File: src/rtl/lcd_pkg.sv
// Shared definitions for the LCD hex sequencer: command/op codes, label ASCII,
// step-counter width, FSM state type and the nibble-to-ASCII helper.
package lcd_pkg;

    localparam logic [3:0] CMD_CLEAR = 4'h0;
    localparam logic [3:0] CMD_WRITE = 4'h1;
    localparam logic [3:0] CMD_SETCG = 4'h2;
    localparam logic [3:0] CMD_SETAD = 4'h3;
    localparam logic [3:0] CMD_WAIT  = 4'hF;

    localparam logic [1:0] OP_BANNER = 2'd0;
    localparam logic [1:0] OP_UPDATE = 2'd1;
    localparam logic [1:0] OP_CLEAR  = 2'd2;
    localparam logic [1:0] OP_RSVD   = 2'd3;

    localparam logic [7:0] ASC_SPACE = 8'h20;
    localparam logic [7:0] ASC_COLON = 8'h3A;
    localparam logic [7:0] ASC_P     = 8'h50;
    localparam logic [7:0] ASC_C     = 8'h43;
    localparam logic [7:0] ASC_S     = 8'h53;
    localparam logic [7:0] ASC_E_LC  = 8'h65;
    localparam logic [7:0] ASC_L_LC  = 8'h6C;
    localparam logic [7:0] ASC_V     = 8'h56;
    localparam logic [7:0] ASC_A_LC  = 8'h61;

    // Longest sequence is an UPDATE with 16-bit PC, 8-bit select, 32-bit data: 17 steps.
    localparam int SS_W = 5;

    typedef enum logic [2:0] {
        ST_IDLE,
        ST_BANNER,
        ST_UPDATE,
        ST_CLEAR,
        ST_FIN
    } seq_state_e;

    function automatic logic [7:0] hex2ascii(input logic [3:0] nibble);
        return (nibble <= 4'd9) ? (8'h30 + {4'h0, nibble}) : (8'h37 + {4'h0, nibble});
    endfunction

endpackage

File: src/rtl/lcd_field_mux.sv
// Payload byte selection for the current sequence step: banner labels, field
// addresses and hex digits. Leading-zero blanking of data under LCD_SEQ_LZB_EN.
module lcd_field_mux
    import lcd_pkg::*;
#(
    parameter int         PC_W      = 8,
    parameter int         SEL_W     = 4,
    parameter int         DATA_W    = 32,
    parameter logic [7:0] PC_ADDR   = 8'h04,
    parameter logic [7:0] SEL_ADDR  = 8'h0D,
    parameter logic [7:0] DATA_ADDR = 8'h30
) (
    input  seq_state_e        state_i,
    input  logic [SS_W-1:0]   ss_i,
    input  logic [PC_W-1:0]   pc_i,
    input  logic [SEL_W-1:0]  sel_i,
    input  logic [DATA_W-1:0] data_i,
    output logic [7:0]        payload_o
);
    localparam int PCD       = PC_W / 4;
    localparam int SELD      = SEL_W / 4;
    localparam int DATAD     = DATA_W / 4;
    localparam int SEL_BASE  = PCD + 1;
    localparam int DATA_BASE = PCD + SELD + 2;

    int         step;
    int         idx;
    logic [3:0] nib;
`ifdef LCD_SEQ_LZB_EN
    logic [DATA_W-1:0] upper;
`endif

    always_comb begin
        step      = int'(ss_i);
        idx       = 0;
        nib       = 4'h0;
        payload_o = 8'h00;
`ifdef LCD_SEQ_LZB_EN
        upper     = '0;
`endif
        case (state_i)
            ST_BANNER: begin
                case (step)
                    2:       payload_o = ASC_P;
                    3:       payload_o = ASC_C;
                    4:       payload_o = ASC_COLON;
                    5:       payload_o = 8'h08;
                    6:       payload_o = ASC_S;
                    7:       payload_o = ASC_E_LC;
                    8:       payload_o = ASC_L_LC;
                    9:       payload_o = ASC_COLON;
                    10:      payload_o = 8'h28;
                    11:      payload_o = ASC_V;
                    12:      payload_o = ASC_A_LC;
                    13:      payload_o = ASC_L_LC;
                    14:      payload_o = ASC_COLON;
                    default: payload_o = 8'h00;
                endcase
            end
            ST_UPDATE: begin
                // Digits go out most significant nibble first, so idx counts down.
                if (step == 0) begin
                    payload_o = PC_ADDR;
                end else if (step <= PCD) begin
                    idx       = PCD - step;
                    nib       = 4'(pc_i >> (4 * idx));
                    payload_o = hex2ascii(nib);
                end else if (step == SEL_BASE) begin
                    payload_o = SEL_ADDR;
                end else if (step < DATA_BASE) begin
                    idx       = SELD - (step - SEL_BASE);
                    nib       = 4'(sel_i >> (4 * idx));
                    payload_o = hex2ascii(nib);
                end else if (step == DATA_BASE) begin
                    payload_o = DATA_ADDR;
                end else begin
                    idx       = DATAD - (step - DATA_BASE);
                    nib       = 4'(data_i >> (4 * idx));
                    payload_o = hex2ascii(nib);
`ifdef LCD_SEQ_LZB_EN
                    upper = data_i >> (4 * idx);
                    if ((upper == '0) && (idx != 0)) begin
                        payload_o = ASC_SPACE;
                    end
`endif
                end
            end
            default: payload_o = 8'h00;
        endcase
    end

endmodule

File: src/rtl/lcd_hex_sequencer.sv
// LCD command sequencer: snapshots operands on accept and streams BANNER/UPDATE/CLEAR
// command words over a valid/ready link. Define LCD_SEQ_LZB_EN for data-field blanking.
module lcd_hex_sequencer
    import lcd_pkg::*;
#(
    parameter int         PC_W      = 8,
    parameter int         SEL_W     = 4,
    parameter int         DATA_W    = 32,
    parameter logic [7:0] PC_ADDR   = 8'h04,
    parameter logic [7:0] SEL_ADDR  = 8'h0D,
    parameter logic [7:0] DATA_ADDR = 8'h30
) (
    input  logic              clk,
    input  logic              rst_n,
    input  logic              op_valid,
    input  logic [1:0]        op,
    output logic              op_ready,
    input  logic [PC_W-1:0]   pc,
    input  logic [SEL_W-1:0]  sel,
    input  logic [DATA_W-1:0] data,
    output logic              cmd_valid,
    input  logic              cmd_ready,
    output logic [11:0]       cmd,
    output logic              done
);
    localparam int              UPD_LEN     = 3 + PC_W / 4 + SEL_W / 4 + DATA_W / 4;
    localparam logic [SS_W-1:0] LAST_BANNER = SS_W'(14);
    localparam logic [SS_W-1:0] LAST_UPDATE = SS_W'(UPD_LEN - 1);
    localparam logic [SS_W-1:0] SS_SEL_AD   = SS_W'(PC_W / 4 + 1);
    localparam logic [SS_W-1:0] SS_DATA_AD  = SS_W'(PC_W / 4 + SEL_W / 4 + 2);

    seq_state_e        state_q;
    logic [SS_W-1:0]   ss_q;
    logic [PC_W-1:0]   pc_q;
    logic [SEL_W-1:0]  sel_q;
    logic [DATA_W-1:0] data_q;
    logic              op_ready_q;
    logic              cmd_valid_q;
    logic              done_q;

    logic [SS_W-1:0]   last_ss_d;
    logic [3:0]        cmd_code_d;
    logic [7:0]        payload_d;

    lcd_field_mux #(
        .PC_W      (PC_W),
        .SEL_W     (SEL_W),
        .DATA_W    (DATA_W),
        .PC_ADDR   (PC_ADDR),
        .SEL_ADDR  (SEL_ADDR),
        .DATA_ADDR (DATA_ADDR)
    ) u_field_mux (
        .state_i   (state_q),
        .ss_i      (ss_q),
        .pc_i      (pc_q),
        .sel_i     (sel_q),
        .data_i    (data_q),
        .payload_o (payload_d)
    );

    always_comb begin
        last_ss_d  = '0;
        cmd_code_d = CMD_WAIT;
        case (state_q)
            ST_BANNER: begin
                last_ss_d = LAST_BANNER;
                if (ss_q == '0)
                    cmd_code_d = CMD_CLEAR;
                else if ((ss_q == SS_W'(1)) || (ss_q == SS_W'(5)) || (ss_q == SS_W'(10)))
                    cmd_code_d = CMD_SETAD;
                else
                    cmd_code_d = CMD_WRITE;
            end
            ST_UPDATE: begin
                last_ss_d = LAST_UPDATE;
                if ((ss_q == '0) || (ss_q == SS_SEL_AD) || (ss_q == SS_DATA_AD))
                    cmd_code_d = CMD_SETAD;
                else
                    cmd_code_d = CMD_WRITE;
            end
            ST_CLEAR: begin
                last_ss_d  = '0;
                cmd_code_d = CMD_CLEAR;
            end
            default: begin
                last_ss_d  = '0;
                cmd_code_d = CMD_WAIT;
            end
        endcase
    end

    // done_q is high exactly while in FIN; op_ready_q returns with the move back to IDLE.
    always_ff @(posedge clk or negedge rst_n) begin
        if (!rst_n) begin
            state_q     <= ST_IDLE;
            ss_q        <= '0;
            pc_q        <= '0;
            sel_q       <= '0;
            data_q      <= '0;
            op_ready_q  <= 1'b0;
            cmd_valid_q <= 1'b0;
            done_q      <= 1'b0;
        end else begin
            done_q <= 1'b0;
            case (state_q)
                ST_IDLE: begin
                    op_ready_q <= 1'b1;
                    if (op_valid && op_ready_q) begin
                        pc_q       <= pc;
                        sel_q      <= sel;
                        data_q     <= data;
                        ss_q       <= '0;
                        op_ready_q <= 1'b0;
                        case (op)
                            OP_BANNER: begin
                                state_q     <= ST_BANNER;
                                cmd_valid_q <= 1'b1;
                            end
                            OP_UPDATE: begin
                                state_q     <= ST_UPDATE;
                                cmd_valid_q <= 1'b1;
                            end
                            OP_CLEAR: begin
                                state_q     <= ST_CLEAR;
                                cmd_valid_q <= 1'b1;
                            end
                            OP_RSVD: begin
                                state_q <= ST_FIN;
                                done_q  <= 1'b1;
                            end
                        endcase
                    end
                end
                ST_BANNER, ST_UPDATE, ST_CLEAR: begin
                    if (cmd_valid_q && cmd_ready) begin
                        if (ss_q == last_ss_d) begin
                            state_q     <= ST_FIN;
                            cmd_valid_q <= 1'b0;
                            done_q      <= 1'b1;
                        end else begin
                            ss_q <= ss_q + SS_W'(1);
                        end
                    end
                end
                ST_FIN: begin
                    state_q    <= ST_IDLE;
                    op_ready_q <= 1'b1;
                end
                default: state_q <= ST_IDLE;
            endcase
        end
    end

    assign op_ready  = op_ready_q;
    assign cmd_valid = cmd_valid_q;
    assign done      = done_q;
    assign cmd       = cmd_valid_q ? {cmd_code_d, payload_d} : {CMD_WAIT, 8'h00};

endmodule

File: config.mk
export PLATFORM = sky130hd
export DESIGN_NAME = lcd_hex_sequencer
export DESIGN_NICKNAME = d
export VERILOG_FILES = /design/src/rtl/lcd_pkg.sv /design/src/rtl/lcd_field_mux.sv /design/src/rtl/lcd_hex_sequencer.sv
export SDC_FILE = /design/constraint.sdc
export NUM_CORES = 1
export LEC_CHECK = 0
export CORE_UTILIZATION = 34
export DETAILED_ROUTE_END_ITERATION = 8
export SLEW_MARGIN = 10
export SYNTH_ARGS = -nofsm -noshare
export SYNTH_HDL_FRONTEND = slang
export SYNTH_SLANG_ARGS = --single-unit
File: constraint.sdc
create_clock -name clk -period 4.8 [get_ports clk]
set_clock_uncertainty 0.1 [all_clocks]
set_input_delay 0.96 -clock clk [delete_from_list [all_inputs] [get_ports clk]]
set_output_delay 0.96 -clock clk [all_outputs]
set_load 0.02 [all_outputs]
After elaboration in Yosys (flattened, before gate mapping)
Memories as Yosys holds them, arrays and structs flattened.
Cells that the tools add are included.

cells by class
  add/sub/neg operators = 12
  shift-type cells = 3
  reduce and logical (&&, ||, !) cells = 18
  mux-type cells = 37
  equality and inequality tests = 19
  $lt $le $gt $ge = 5

operators by type and width
  operator                                           number
  two-way mux 8 bit                                  9
  adder 6 x 4 -> 7 bit, first input constant         6
  >> shifter 32 x 32 -> 4 bit                        1
  >> shifter 4 x 32 -> 4 bit                         1
  >> shifter 8 x 32 -> 4 bit                         1
  subtractor 2 x 30 -> 30 bit, first input constant  1
  subtractor 5 x 30 -> 30 bit, first input constant  1
  one-hot mux 8 bit (2 select lines)                 1
  two-way mux 5 bit                                  3
  <= comparator 4 bit, second input constant         3
  two-way mux 12 bit                                 1
  one-hot mux 3 bit (4 select lines)                 1
  one-hot mux 4 bit (3 select lines)                 1
  == test 5 x 3 -> 1 bit, second input constant      2
  == test 5 x 4 -> 1 bit, second input constant      2
  logical NOT 5 bit                                  2
  inequality test 2 bit, second input constant       5
  one-hot mux 5 bit (2 select lines)                 1
  two-way mux 1 bit                                  9
  two-way mux 3 bit                                  3
  one-hot mux 4 bit (2 select lines)                 1
  == test 3 x 2 -> 1 bit, second input constant      2
  two-way mux 2 bit                                  3
  one-hot mux 1 bit (2 select lines)                 3
  other kinds (24)                                   31

storage, ports and cells
  memory bits (read-only) = 112
  word-level logic and storage cells = 103
  output and inout bits = 15
  memories = 1
  bits in registers = 55

memories
  name             depth  width  read ports  clocked after Yosys merged registers in  write ports  line                 RTL
  (no name shown)  16     7      1           0                                        0            lcd_field_mux.sv:43  case (step)

Depth between registers and ports, before layout
Gate-level depths: netlist of run 1.

  word-level depth = 12
  mapped depth = 21
  depth with buffers taken out = 20

Hierarchy
A second synthesis of run 1 with hierarchy kept.

unflattened totals
  cell total of the unflattened synthesis = 395
  area total of the unflattened synthesis = 4015.1 µm²

modules (own cells, without submodules)
  module             instances  cells each  sequential area each (µm²)  area an instance (µm²)
  lcd_hex_sequencer  1          197         1376.3                      2542.4
  lcd_field_mux      1          198         0.0                         1472.7

Worst setup path after synthesis of run 1
Ideal clock, no wire load.

  path type = register to output
  from = register ss_q[1]
  to = output port cmd[5]
  path buffers = 3
  arrival = 4.313 ns
  setup slack = -0.573 ns
  stages on the path, launching flop included = 20
  path through = dfrtp_1 > buf_4 > inv_1 > ha_1 > buf_4 > buf_2 > nor2_1 > nand3_1 > ha_1 > or4bb_1 > nor3_1 > and4_1 > nand2_1 > inv_1 > ha_1 > nor2_1 > o21ai_0 > o32ai_1 > and2_1 > nor3_1

on the way
  longest elaborated chain between the ends = 12
  elaborated cells between the ends (all ways) = 34
  those cells by class = 11 x add/sub; 5 x order compare; 2 x eq/ne; 3 x shift; 11 x mux; 1 x reduce/logical; 1 x memory

ends and longest elaborated chain
  element                                                      line                      RTL
  start: declaration                                           lcd_hex_sequencer.sv:33   logic [SS_W-1:0] ss_q;
  start signal: assignment                                     lcd_hex_sequencer.sv:141  ss_q <= ss_q + SS_W'(1);
  subtractor 5 x 3 -> 6 bit                                    lcd_field_mux.sv:77       idx = DATAD - (step - DATA_BASE);
  subtractor 5 x 30 -> 30 bit                                  lcd_field_mux.sv:77
  >> shifter 32 x 32 -> 4 bit                                  lcd_field_mux.sv:78       nib = 4'(data_i >> (4 * idx));
  adder 6 x 4 -> 7 bit or <= comparator 4 bit (tied branches)  lcd_pkg.sv:38             return (nibble <= 4'd9) ? (8'h30 + {4'h0, nibble}) : (8'h37 + {4'h0, nibble});
  two-way mux 8 bit                                            lcd_pkg.sv:38
  two-way mux 8 bit                                            lcd_field_mux.sv:74       end else if (step == DATA_BASE) begin
  two-way mux 8 bit                                            lcd_field_mux.sv:70       end else if (step < DATA_BASE) begin
  two-way mux 8 bit                                            lcd_field_mux.sv:68       end else if (step == SEL_BASE) begin
  two-way mux 8 bit                                            lcd_field_mux.sv:64       end else if (step <= PCD) begin
  two-way mux 8 bit                                            lcd_field_mux.sv:62       if (step == 0) begin
  one-hot mux 8 bit (2 select lines) *                         lcd_field_mux.sv:41       case (state_i)
  two-way mux 12 bit *                                         lcd_hex_sequencer.sv:157  assign cmd = cmd_valid_q ? {cmd_code_d, payload_d} : {CMD_WAIT, 8'h00};
  end: declaration                                             lcd_hex_sequencer.sv:23   output logic [11:0] cmd,

Mark *: on every way between the ends. The rest lies on a longest branch, timed or not.

Worst setup path in the final report of run 1
  from = register ss_q[0]
  to = output port cmd[0]

Same word-level chain as after synthesis.

==> impl.org, run 1 <==
** Drt
- Dividing the detail-routed via count by the number of cells gives 5.326.
- Number of vias after detailed routing :: 3712
- For this run, design rule violations remaining after detail routing come to 0.
- After detailed routing, the average wire length per cell comes to 16.00 um.
- Once detail routing completed, the nets flagged for antenna violations numbered 0.
- The detailed router finished its first iteration with 168 violations.
- Summed over all layers, the routed wires come to 11150 um.
- First drt pass iteration count :: 4

** Timing
- At the pin with the least slew margin, the transition time is 1.073 ns.
- Clock period minus worst slack :: 5.174 ns
- Setup violations remaining at the end of the flow were counted as 7.
- For this run, the top clock speed supported by timing is 193.3 MHz.
- Setup total negative slack on the finished layout was measured at -2.177 ns.
- Of the available clock period, the critical path in the final layout requires 1.078.
- The number of slew-limit violations in the final report is 0.
- The number of hold-slack violations in the final timing report is 0.
- Hold timing on the final database bottoms out at a slack of 0.4050 ns.
- In the post-route analysis, the smallest setup slack over all paths is -0.3743 ns.
- Normalized max-slew margin :: 0.2846
- Setup repair after global routing could not meet its margin everywhere.

** CTS
- Root buf cell :: sky130_fd_sc_hd__clkbuf_16
- Htree depth :: 2
- Clock slew seen by the registers of the worst setup and hold paths :: 0.08 ns
- For the worst-skew pair, the clock arrives at the later sink with an insertion delay of 0.30 ns.
- Buffer depth of the longest clock path :: 2
- The clock drives 55 sinks.
- Counting the buffers created by CTS gives 5.
- Clock tree from TritonCTS :: built
- Hold-fix buffers at CTS :: 0

** Global route
- Global-route wire length before repair :: 18630 um
- Maximum number of pins on one net before global-route repair :: 56
- Initial antenna violation count :: 0
- For this run the aggregate overflow at the end of global routing stands at 0.
- Number of global-route vias before repair :: 3802
- Combined global-route utilization of all metal layers :: 0.1810

** Power
- The internal power of the cells totals 0.6982 mW.
- Combinational share of power :: 0.059
- Of the total power, the share spent switching nets is 0.2215.
- Clock network fraction of total power :: 0.425
- For this design the total switching power over the nets is 0.1987 mW.
- Static leakage :: 2.551 nW
- The share of total power dissipated in sequential elements is 0.516.
- Pwr/cell area :: 151.7 nW/um^2
- Across the VDD grid, the largest voltage drop is 0.0001358 V.
- Final Total Pwr :: 0.8968 mW

** Floorplanning
- Height of the die :: 113.1 um
- The floorplan has 40 rows.
- Area of the die :: 12780 um^2
- The die is 113.1 um wide.
- Placeable core area :: 12010 um^2
- In this run the count of I/O pins placed on the die edge is 65.
- The initial utilization of the core area, before any placement, comes to 0.3492.

** Logic synthesis
- Netlist area before placement :: 4194 um^2
- Share of Yosys cell area claimed by the top area cell type :: 0.3282
- Yosys mapped a number of flops with a built-in enable equal to 0.
- After synthesis, the share of flip-flops with an asynchronous set or reset is 1.000.
- Cell taking the most area after synthesis :: sky130_fd_sc_hd__dfrtp_1
- Leading register cell type out of synthesis :: sky130_fd_sc_hd__dfrtp_1
- The share of the Yosys chip area taken by registers is 0.3282.
- Synthesis inferred 55 register bits.
- Count leader, synth :: sky130_fd_sc_hd__dfrtp_1
- Leading post-synthesis cells by cell area :: sky130_fd_sc_hd__dfrtp_1 33%, sky130_fd_sc_hd__mux2_2 13%, sky130_fd_sc_hd__ha_1 9.8%, sky130_fd_sc_hd__mux4_2 4.3%, sky130_fd_sc_hd__nand2_1 4.0%
- In the synthesized netlist, the number of instances is 428.
- The number of nets in the synthesized netlist is 511.
- Count of warnings emitted by yosys :: 0
- Average size of a mapped cell :: 9.799 um^2
- The commonest cells after synthesis are 55 x sky130_fd_sc_hd__dfrtp_1, 47 x sky130_fd_sc_hd__mux2_2, 45 x sky130_fd_sc_hd__nand2_1.
- The netlist uses 72 different library cells.

** Place
- Last weighted congestion value of the routability-driven placer :: 0.8414
- Detailed placer's ending HPWL :: 8505 um
- At the placement stage, the worst setup path has a slack of -0.7174 ns.
- The number of placed instances, taps included, is 671.
- Port buffering added 63 buffers.
- Once placement finished, the instance area stood at 5374 um^2.

** Setup path
- The critical path is of the register to primary output type.
- Arr. time, crit path :: 4.11 ns
- STA puts the critical path data required time at 3.74 ns.
- STA classifies the critical path startpoint as a register.
- Crit. End Element :: primary output
- In this run the worst path has a maximum fanout of 5.
- R2R depth :: 3

** Final layout
- Final cell area excluding filler cells :: 5911 um^2
- Nets :: 632
- Proportion of layout cells with a drive suffix above 1 :: 0.3945
- At the end of the flow the core is filled with cells to 0.4921.
- Fin cells :: 697
- 0 antenna diodes ended up in the layout.
- Synth-to-layout area growth :: 40.93%
- Counting the fill cells in the layout gives 1098.

** Worst hold path
- The path class of the tightest hold or removal check is register to register.
- Cells on Worst Hold Path :: 1

** Flow run
- Max-cap violations in this run came to 0.

** Run status
- Violations in the final reports :: setup timing
- The flow ran to the end, but the final reports show violations.
-- power groups by stage --
stage | logic, mW | clock network [mW] | registers [mW]
after floorplan | 0.00338 | 0 | 0.472
after global placement | 0.0540 | 0 | 0.472
after detailed placement | 0.0542 | 0 | 0.472
after CTS | 0.0544 | 0.395 | 0.463
after global routing | 0.0581 | 0.411 | 0.463
final | 0.0532 | 0.381 | 0.463
-- path summary, 6_finish.rpt --
kind	start	endpoint	slack, ns
min	data_q[10]	data_q[10]	0.41
min in group asynchronous	rst_n	data_q[8]	0.70
min reg2reg	data_q[10]	data_q[10]	0.41
max in group asynchronous	rst_n	ss_q[0]	3.41
max	ss_q[0]	cmd[0]	-0.37
max reg2reg	state_q[2]	pc_q[1]	2.25
-- flip-flops by register name, summed over array words and instances, names as in the netlist --
| signal | flops |
|---|---|
| ss_q | 5 |
| op_ready | 1 |
| done | 1 |
| state_q | 3 |
| cmd_valid | 1 |
| pc_q | 8 |
| sel_q | 4 |
| data_q | 32 |
-- layer usage --
| layer | GRT usage | vias to the layer above | wire [um] |
|---|---|---|---|
| met4 | 0.04912 | 0 | 180 |
| met5 | 0 | - | 0 |
| met3 | 0.02732 | 17 | 586 |
| met1 | 0.2498 | 1801 | 5162 |
| met2 | 0.2957 | 95 | 5226 |
| li1 | - | 1799 | - |
-- cell usage in the layout (no fill, tap or decap), drive strengths merged, types with 5 or more instances in the layout --
master,synthesis,layout
nor2,25,25
mux2i,12,12
mux2,47,47
ha,33,33
xnor2,7,7
a21oi,23,23
o21ai,23,23
buf,17,82
nand2b,5,5
inv,18,20
mux4,8,8
a31oi,8,8
nor3,14,14
clkbuf,6,5
dfrtp,55,55
nand3,12,12
nand2,46,46
clkdlybuf4s50,0,55
-- worst max-delay path, cell delays in order (launching register included) --
cell,delay (ns)
sky130_fd_sc_hd__dfrtp_2,0.47
sky130_fd_sc_hd__buf_4,0.16
sky130_fd_sc_hd__ha_4,0.16
sky130_fd_sc_hd__inv_2,0.07
sky130_fd_sc_hd__ha_4,0.20
sky130_fd_sc_hd__nor2_4,0.10
sky130_fd_sc_hd__nand3_1,0.09
sky130_fd_sc_hd__ha_1,0.29
sky130_fd_sc_hd__or4bb_1,0.49
sky130_fd_sc_hd__nor3_2,0.17
sky130_fd_sc_hd__and4_4,0.27
sky130_fd_sc_hd__nand2_2,0.07
sky130_fd_sc_hd__ha_2,0.20
sky130_fd_sc_hd__nor2_4,0.13
sky130_fd_sc_hd__o21ai_4,0.08
sky130_fd_sc_hd__buf_6,0.14
sky130_fd_sc_hd__xnor2_1,0.12
sky130_fd_sc_hd__a31oi_1,0.18
sky130_fd_sc_hd__o31ai_2,0.10
sky130_fd_sc_hd__and3_4,0.19
sky130_fd_sc_hd__buf_6,0.12
-- what timing repair did --
action	in CTS	in global routing
setup endpoints to repair	7	7
pin swaps	38	32
buffers inserted	14	4
cloned	0	0
gates resized for setup	73	24
-- final cells by class --
type	instances	area [um^2]	area share
well taps	147	183.9	0.03112
clock inverters	3	27.53	0.004657
flip-flops and latches	55	1379	0.2333
repair buffers	137	1190	0.2013
multi-input cells	331	2929	0.4956
inverters	19	76.32	0.01291
clock buffers	5	125.1	0.02117
-- cells by family (layout without fill, tap and decap cells) --
family | after synthesis | in the layout | synth area share
adder cells (fa/ha/maj) | 33 | 33 | 0.09845
flip-flops | 55 | 55 | 0.3282
other | 1 | 1 | 0.0008941
AO/OA/AOI/OAI | 86 | 86 | 0.1417
AND/OR/NAND/NOR | 136 | 136 | 0.1665
buffers and inverters | 42 | 164 | 0.04624
XOR/XNOR | 8 | 8 | 0.02029
multiplexers | 67 | 67 | 0.1978
(Power assumes the default switching activity.)
==> run 2: changes to the inputs <==
CAP_MARGIN = 5   (was not set)
==> results of run 2 <==
No change in the layout: final DEF, timing and power equal those of run 1.
==> run 3: changes to the inputs <==
CAP_MARGIN = 20   (was 5)
==> impl.org, run 3 (synthesis results as in run 1) <==
** Setup path
- The startpoint identified for the worst register-to-register timing path is state_q[2].
- By startpoint and endpoint, the worst setup path is classified as register to primary output.
- CP startpoint :: ss_q[0]
- STA puts the critical path data required time at 3.74 ns.
- Critical Path Start Type :: register
- Critical path's slowest cell :: sky130_fd_sc_hd__or4bb_1
- R2R depth :: 7
- Arr. time, crit path :: 4.11 ns
- Crit. End Element :: primary output
- Maximum fanout encountered on the critical timing path :: 5
- Walking the worst path, the cells encountered are buf_4 -> ha_4 -> inv_2 -> ha_4 -> nor2_4 -> nand3_1 -> ha_1 -> or4bb_1 -> nor3_2 -> and4_4 -> nand2_2 -> ha_2 -> nor2_4 -> o21ai_4 -> buf_6 -> xnor2_1 -> a31oi_1 -> o31ai_2 -> and3_4 -> buf_6.
- In this design, the stage delay of the slowest critical-path cell is 0.49 ns.

** Global route
- The total overflow left after global routing is 0.
- The number of global-route vias before repair is 3802.
- Global-route wire length before repair :: 18630 um
- Combined global-route utilization of all metal layers :: 0.1810
- Maximum number of pins on one net before global-route repair :: 56
- The number of antenna violations at the first check in global routing came to 0.

** Final layout
- From synthesis to final layout, the design area changed by 41.41%.
- Flip-flop count of the largest register, all copies and words added :: 32
- data_q holds more flip-flops than any other register.
- Final cell area excluding filler cells :: 5931 um^2
- Largest registers :: data_q (32), pc_q (8), ss_q (5)
- The net count of the finished layout is 633.
- Count of fill cells added during filler insertion :: 1097
- Antenna diode instance count :: 0
- Most used cells in the layout excluding fill and tap cells :: 74 x sky130_fd_sc_hd__buf_4, 55 x sky130_fd_sc_hd__clkdlybuf4s50_1, 53 x sky130_fd_sc_hd__dfrtp_1
- Proportion of layout cells with a drive suffix above 1 :: 0.3956
- The library cell used most frequently in the layout, excluding fill and tap cells, is sky130_fd_sc_hd__buf_4.

** Run status
- Run status :: finished with violations
- Violations in the final reports :: setup timing

** Drt
- Residual DRC count :: 0
- Summed over all layers, the routed wires come to 11230 um.
- First drt pass iteration count :: 4
- Violation count after the first detailed-route iteration :: 175
- In the routed layout, each cell is associated on average with a via count of 5.360.
- The detail route stage leaves a number of antenna-violating nets equal to 0.
- Summing over every cut layer, the via total after detailed routing is 3741.
- Dividing the detail-routed wire length by the instance count gives 16.08 um.

** Floorplanning
- For this design the top-level I/O count stands at 65.
- The die is 113.1 um tall.
- Area of the die :: 12780 um^2
- Initial cell density of the core :: 0.3492
- Die Wd :: 113.1 um
- Number of rows created at floorplan :: 40
- After floorplanning, the core was sized to cover 12010 um^2.

** CTS
- Clock Sinks :: 55
- The cell sitting at the root of the clock tree is a sky130_fd_sc_hd__clkbuf_16.
- After clock tree synthesis, the clock-pin slew on the worst setup and hold paths is 0.08 ns.
- Buffer depth of the longest clock path :: 2
- The clock reaches the later pin of the worst-skew pair after 0.30 ns.
- In this run the number of H-tree levels came out at 2.
- TritonCTS built the clock tree.
- For this design, the CTS-stage hold fixing added 0 buffers.
- The number of clock buffers added by TritonCTS is 5.

** Power
- Dividing total power by cell area gives a power density of 151.5 nW/um^2.
- Peak supply drop :: 0.0001355 V
- The analysis attributes to cell leakage a power of 2.560 nW.
- Final Total Pwr :: 0.8986 mW

** Timing
- Part of the cycle the worst path needs :: 1.077
- Actual slew at the worst max-slew pin :: 0.7008 ns
- Final hold analysis gives a worst-case slack of 0.4054 ns.
- Final setup violation count :: 7
- Max Slew Vio Count :: 0
- The number of hold-slack violations in the final timing report was 0.
- Peak clock frequency supported by timing :: 193.4 MHz
- Unrepaired setup endpoints after global routing :: yes
- The worst pin sits at a relative slew slack of 0.5328.
- The routed design could run at a clock period as short as 5.172 ns.
- Setup slack on the critical path of the routed design comes to -0.3719 ns.

** Worst hold path
- The startpoint identified for the worst hold timing path is data_q[10].
- Cells on Worst Hold Path :: 1
- The path class of the tightest hold or removal check is register to register.

** Place
- OpenSTA, run right after detailed placement, puts the worst setup slack at -0.7174 ns.
- The placed instances occupy a cell area of 5374 um^2.
- Once detailed placement completed, the half-perimeter wirelength came to 8505 um.
- Last weighted congestion value of the routability-driven placer :: 0.8414
- During placement, the flow inserted port buffers numbering 63.

** Flow run
- Maximum Capacitance Violations :: 0
run 3: layout make-up:
class | instances | area [um^2] | share of cell area
repair buffers | 138 | 1210 | 0.2040
clock buffers | 5 | 125.1 | 0.02110
well taps | 147 | 183.9 | 0.03101
flip-flops and latches | 55 | 1379 | 0.2325
clock inverters | 3 | 27.53 | 0.004641
inverters | 19 | 76.32 | 0.01287
multi-input cells | 331 | 2929 | 0.4939
run 3: through the flow:
| step | utilization | TNS [ns] | std cells |
|---|---|---|---|
| final | 0.4938 | -2.170 | 698 |
| after global routing | 0.4938 | -3.742 | 698 |
| after CTS | 0.4809 | -2.158 | 693 |
| after detailed placement | 0.4474 | -4.121 | 671 |
| after global placement | 0.4474 | -3.086 | 671 |
| after floorplan | - | 0 | 428 |
run 3: worst paths after layout:
path | slack, ns | to
setup reg to reg | 2.46 | ss_q[0]
min in group asynchronous | 0.70 | data_q[8]
max in group asynchronous | 3.41 | ss_q[0]
hold / removal | 0.41 | data_q[10]
hold reg to reg | 0.41 | data_q[10]
setup / recovery | -0.37 | cmd[0]
run 3: metal layers:
metal,track usage,vias to the layer above,wire [um],share of wire
met2,0.2957,87,5290,0.47
met1,0.2498,1834,5263,0.47
met4,0.04912,0,180,0.016
met5,0,-,0,0
met3,0.02732,17,491,0.044
li1,-,1803,-,-
run 3: critical path: cells and delay by family (launching register included):
kind	cells	cell delay, ns
buffers and inverters	4	0.49
flip-flops	1	0.47
AND/OR/NAND/NOR	8	1.51
adder cells (fa/ha/maj)	4	0.85
XOR/XNOR	1	0.12
AO/OA/AOI/OAI	3	0.36
run 3: repair_timing:
action	in CTS	in global routing
cloned	0	0
resized for setup	73	24
pin swaps	38	32
endpoints found under the setup margin	7	7
buffers inserted	14	4
run 3: power by group:
group | switching, mW | internal (mW) | leakage [nW]
clock network | 0.183 | 0.200 | 0.0723
registers | 0 | 0.463 | 0.735
logic | 0.0175 | 0.0358 | 1.75
